<file path="src/rtl/seven_seg_pkg.sv">
// rtl/seven_seg_pkg.sv - shared types, constants and segment table for the seven-segment scanner
package seven_seg_pkg;

  typedef enum logic {BLANK, ON} scan_state_t;

  localparam int DIGITS    = 4;
  localparam int PWM_STEPS = 8;

  // Active-low {g,f,e,d,c,b,a} patterns for hex digits 0..F.
  localparam logic [6:0] SEG_TABLE [16] = '{
    7'h40, 7'h79, 7'h24, 7'h30, 7'h19, 7'h12, 7'h02, 7'h78,
    7'h00, 7'h10, 7'h08, 7'h03, 7'h46, 7'h21, 7'h06, 7'h0E
  };

endpackage

</file>
<file path="src/rtl/hex_to_seg7.sv">
// rtl/hex_to_seg7.sv - combinational hex nibble to active-low segment decoder
module hex_to_seg7 (
  input  logic [3:0] nibble,
  output logic [6:0] seg_n
);
  import seven_seg_pkg::*;

  assign seg_n = SEG_TABLE[nibble];

endmodule

</file>
<file path="src/rtl/seven_seg_scanner.sv">
// rtl/seven_seg_scanner.sv - 4-digit multiplexed seven-segment scanner with blanking and PWM dimming
module seven_seg_scanner #(
  parameter int PRESCALE    = 1000,
  parameter int BLANK_TICKS = 1
) (
  input  logic        clk,
  input  logic        reset,
  input  logic [15:0] display,
  input  logic [3:0]  points,
  input  logic [3:0]  enable_digits,
  input  logic [2:0]  brightness,
  output logic [3:0]  an_n,
  output logic [6:0]  seg_n,
  output logic        dp_n,
  output logic        frame_done
);
  import seven_seg_pkg::*;

  localparam int PW   = $clog2(PRESCALE);
  localparam int MAXT = (BLANK_TICKS > PWM_STEPS) ? BLANK_TICKS : PWM_STEPS;
  localparam int TW   = $clog2(MAXT);

  logic [PW-1:0] pre_cnt;
  logic          tick;
  scan_state_t   state, state_d;
  logic [1:0]    digit, digit_d;
  logic [TW-1:0] tick_cnt, tick_cnt_d;
  logic          frame_end;
  logic          frame_start;

  logic [15:0]   sh_disp;
  logic [3:0]    sh_points;
  logic [3:0]    sh_en;
  logic [2:0]    sh_bright;

  logic [3:0]    nibble;
  logic [6:0]    dec_seg;
  logic          lit;
  logic [3:0]    an_d;
  logic [6:0]    seg_d;
  logic          dp_d;

  assign tick = (pre_cnt == PW'(PRESCALE - 1));

  always_ff @(posedge clk) begin
    if (reset || tick) pre_cnt <= '0;
    else               pre_cnt <= pre_cnt + PW'(1);
  end

  always_ff @(posedge clk) begin
    if (reset) begin
      state    <= BLANK;
      digit    <= 2'd3;
      tick_cnt <= '0;
    end else begin
      state    <= state_d;
      digit    <= digit_d;
      tick_cnt <= tick_cnt_d;
    end
  end

  always_comb begin
    state_d    = state;
    digit_d    = digit;
    tick_cnt_d = tick_cnt;
    frame_end  = 1'b0;
    if (tick) begin
      tick_cnt_d = tick_cnt + TW'(1);
      case (state)
        BLANK: begin
          if (tick_cnt == TW'(BLANK_TICKS - 1)) begin
            state_d    = ON;
            tick_cnt_d = '0;
          end
        end
        ON: begin
          if (tick_cnt == TW'(PWM_STEPS - 1)) begin
            state_d    = BLANK;
            tick_cnt_d = '0;
            digit_d    = digit - 2'd1;
            frame_end  = (digit == 2'd0);
          end
        end
        default: ;
      endcase
    end
  end

  // Only the currently scanned digit's shadow nibble reaches the decoder.
  assign nibble = sh_disp[{digit, 2'b00} +: 4];

  hex_to_seg7 u_dec (
    .nibble (nibble),
    .seg_n  (dec_seg)
  );

  assign lit   = (state == ON) && sh_en[digit] && (tick_cnt <= TW'(sh_bright));
  assign an_d  = lit ? ~(4'b0001 << digit) : 4'hF;
  assign seg_d = lit ? dec_seg : 7'h7F;
  assign dp_d  = lit ? sh_points[digit] : 1'b1;

  always_ff @(posedge clk) begin
    if (reset) begin
      an_n        <= 4'hF;
      seg_n       <= 7'h7F;
      dp_n        <= 1'b1;
      frame_done  <= 1'b0;
      frame_start <= 1'b1;
      sh_disp     <= '0;
      sh_points   <= 4'hF;
      sh_en       <= '0;
      sh_bright   <= '0;
    end else begin
      an_n        <= an_d;
      seg_n       <= seg_d;
      dp_n        <= dp_d;
      frame_done  <= frame_end;
      frame_start <= frame_end;
      if (frame_start) begin
        // Disabled digits may carry z; store a clean zero instead.
        for (int i = 0; i < DIGITS; i++)
          sh_disp[i*4 +: 4] <= enable_digits[i] ? display[i*4 +: 4] : 4'h0;
        sh_points <= points;
        sh_en     <= enable_digits;
        sh_bright <= brightness;
      end
    end
  end

endmodule

</file>
<file path="config.mk">
export PLATFORM = sky130hd
export DESIGN_NAME = seven_seg_scanner
export DESIGN_NICKNAME = d
export VERILOG_FILES = /design/src/rtl/seven_seg_pkg.sv /design/src/rtl/hex_to_seg7.sv /design/src/rtl/seven_seg_scanner.sv
export SDC_FILE = /design/constraint.sdc
export NUM_CORES = 1
export LEC_CHECK = 0
export BUFFER_PORTS_ARGS = -buffer_cell sky130_fd_sc_hd__buf_2
export CORE_ASPECT_RATIO = 0.9
export CORE_MARGIN = 4
export CORE_UTILIZATION = 50
export CTS_CLUSTER_SIZE = 10
export DETAILED_ROUTE_END_ITERATION = 8
export GPL_TIMING_DRIVEN = 0
export PLACE_DENSITY = 0.75
export SKIP_LAST_GASP = 1
export SLEW_MARGIN = 20
export SYNTH_ARGS = -nofsm -noshare
export SYNTH_HDL_FRONTEND = slang
export SYNTH_SLANG_ARGS = --single-unit
</file>
<file path="constraint.sdc">
create_clock -name clk -period 1.9 [get_ports clk]
set_clock_uncertainty 0.1 [all_clocks]
set_input_delay 0.38 -clock clk [delete_from_list [all_inputs] [get_ports clk]]
set_output_delay 0.38 -clock clk [all_outputs]
set_load 0.1 [all_outputs]
</file>
==> results by group <==
Run status
  • Outcome: finished clean

Timing
  • RSZ-0062 raised after global routing: yes
  • Hold Vio Cnt, Final: 0
  • Min Clock Period, post-route: 1850 ps
  • Final setup fails: 0
  • FMAX: 541 MHz
  • Worst slew margin: 0.669
  • Max Slew Vio Count: 0
  • Worst hold margin: 152 ps
  • Fin Setup TNS: 0 ps
  • Worst Tran Pin Value: 496 ps
  • Final period util: 0.974
  • Final worst slack: 50.3 ps

Synth
  • Post-Syn Nets: 321
  • Top FF cell, synth: dfxtp_1
  • Synthesized flop and latch total: 57
  • Post-synth top area cell: dfxtp_1
  • Largest cells by area after synthesis: dfxtp_1 44%, ha_1 8.1%, mux2i_1 5.4%
  • Sequential fraction of the synthesis area: 0.437
  • Async S/R FF share, synth: 0
  • Post-synthesis cell area: 0.00261 mm^2
  • Avg Inst Size Synth: 9.50 um^2
  • Syn. warnings: 0
  • Yosys cell types: 40
  • Count leader, synth: dfxtp_1
  • Synth Instances: 275
  • Post-synth EDFFs: 0
  • Synth top area share: 0.437
  • Synth top cells by count: 57 x dfxtp_1, 24 x nor2_1, 22 x nand2_1

Detailed routing
  • Final ANT Viol Nets: 0
  • Avg Vias per Cell: 5.21
  • Initial DRC count: 65
  • Drt drc: 0
  • Pre-antenna DRT Iters: 4
  • WL per Instance: 13.6 um
  • Vias: 2101
  • WL final: 5460 um

Clock tree
  • Clock-pin slew on the worst setup and hold paths: 60 ps
  • CTS tree: built
  • CTS Buffer Depth: 2
  • H-tree depth: 3
  • Clock Sinks: 57
  • Num CTS Buffers: 9
  • CTS root buf: clkbuf_8
  • Skew-Pair Late Insertion Delay: 330 ps

Worst setup path
  • CP endpoint kind: register
  • Worst Path Arrival: 1970 ps
  • CP Launch Point: digit[0]
  • CP Max Fanout: 5
  • CP Launch Type: register
  • WS Path Type: register to register
  • CP Data Required Time: 2020 ps
  • Reg-to-Reg Start: digit[0]

Floorplan
  • Die height: 76.6 um
  • Die X-Extent: 84.2 um
  • Core ar.: 0.00495 mm^2
  • # rows: 24
  • I/O pin cnt: 42
  • Starting density of the core: 0.528
  • Die area: 0.00645 mm^2

GRT
  • Vias in the first global route: 2013
  • First-pass GRT wire length: 9240 um
  • Antenna violations before repair: 0
  • Largest net degree at the start of global routing: 11
  • Overflow after GRT: 0
  • Tot GR Track Use: 0.179

Power
  • Overall power: 2.41 mW
  • Power Dens Cells: 752 mW/mm^2
  • VDD IR max: 0.000582 V
  • Flop pwr share: 0.518
  • Net load switching power: 0.552 mW
  • Combinational power share: 0.081
  • Clock share of power: 0.401
  • P_leak: 1.28 nW
  • Pint: 1.86 mW
  • Switching Fraction: 0.229

Placed design
  • DP Area: 0.00290 mm^2
  • Port bufs: 41
  • Placed instance count: 381
  • Pre-CTS setup slack: -190 ps
  • Post-DP HPWL: 3800 um
  • Global placer's final weighted congestion: 0.870

Final layout
  • Layout Nets: 381
  • Final core utilization: 0.646
  • Final instance area: 0.00320 mm^2
  • Non-Filler Instances: 403
  • Diode count: 0
  • Layout Area Growth over Synthesis: 22.5%
  • Layout cells sized above 1: 0.257

Job
  • Max-Cap Viols: 0

Hold path
  • Min-delay src: points[3]
  • Hold Crit Class: input pin to register
cell usage in the layout (no fill, tap or decap), types with 3 or more instances in the layout:
cell      instances
buf_4             9
xnor2_1           7
mux2i_1          14
buf_6             3
mux4_2            5
dfxtp_1          55
ha_1             13
a211o_1           4
inv_1             7
nand2b_1         21
nand4_1           3
clkbuf_1         12
nand2_1          22
nor2_1           24
clkbuf_8         11
nand3_1          17
xor2_1            4
nor2b_1           5
a21oi_1          20
buf_2            42
layout make-up:
type / instances / area (um^2)
Inverter: 10 / 46.3
Clock buffer: 14 / 163
Sequential cell: 57 / 1140
Timing Repair Buffer: 50 / 270
Multi-Input combinational cell: 193 / 1420
Fill cell: 425 / 1750
Tap cell: 65 / 81.3
Buffer: 14 / 80.1
repair_timing:
| action | CTS | global route |
|---|---|---|
| pin swaps | 0 | 4 |
| buffers inserted | 2 | 6 |
| hold endpoints to repair | 0 | 0 |
| resized for setup | 6 | 17 |
| endpoints found under the setup margin | 7 | 18 |
| cloned | 0 | 1 |
| hold buffers | 0 | 0 |
worst max-delay path, cell delays in order, from the launching register on:
cell and delay (ps):
dfxtp_2 330, buf_6 120, mux4_2 580, inv_4 140, ha_4 150, nor2_1 40, a211oi_1 200, o21ai_1 70
kinds of logic after synthesis:
logic type	Yosys count	share of synthesized area
xor+xnor	11	0.0369
mux	20	0.101
flops	57	0.437
simple gates	105	0.205
fa+ha+maj	17	0.0814
buf+inv	25	0.0421
compound gates	40	0.0972
power by group through the flow:
stage                     Clock, mW  Combinational, mW  Sequential [mW]
after detailed placement          0              0.183             1.27
final                         0.967              0.194             1.25
after CTS                     0.993              0.184             1.25
after global routing           1.04              0.218             1.25
after global placement            0              0.179             1.27
after floorplan                   0              0.120             1.27
registers in the layout, summed over array words and instances (netlist names), 2 cells and up:
register / count
sh_en: 4
sh_bright: 3
tick_cnt: 3
sh_points: 4
seg_n: 7
pre_cnt: 10
digit: 2
sh_disp: 16
an_n: 4
metal layers:
metal | wire, um | global-route usage
met5 | 0 | 0
met4 | 100 | 0.0723
met3 | 358 | 0.0616
met2 | 2470 | 0.274
met1 | 2530 | 0.230
worst paths after layout:
kind	slack, ps	depth (start not counted)	to
worst max-delay path	50	7	seg_n[3]
worst min-delay path	150	2	sh_points[3]
worst max register to register	50	7	seg_n[3]
worst min register to register	340	1	pre_cnt[0]
Power figures use the tool's default switching activity.
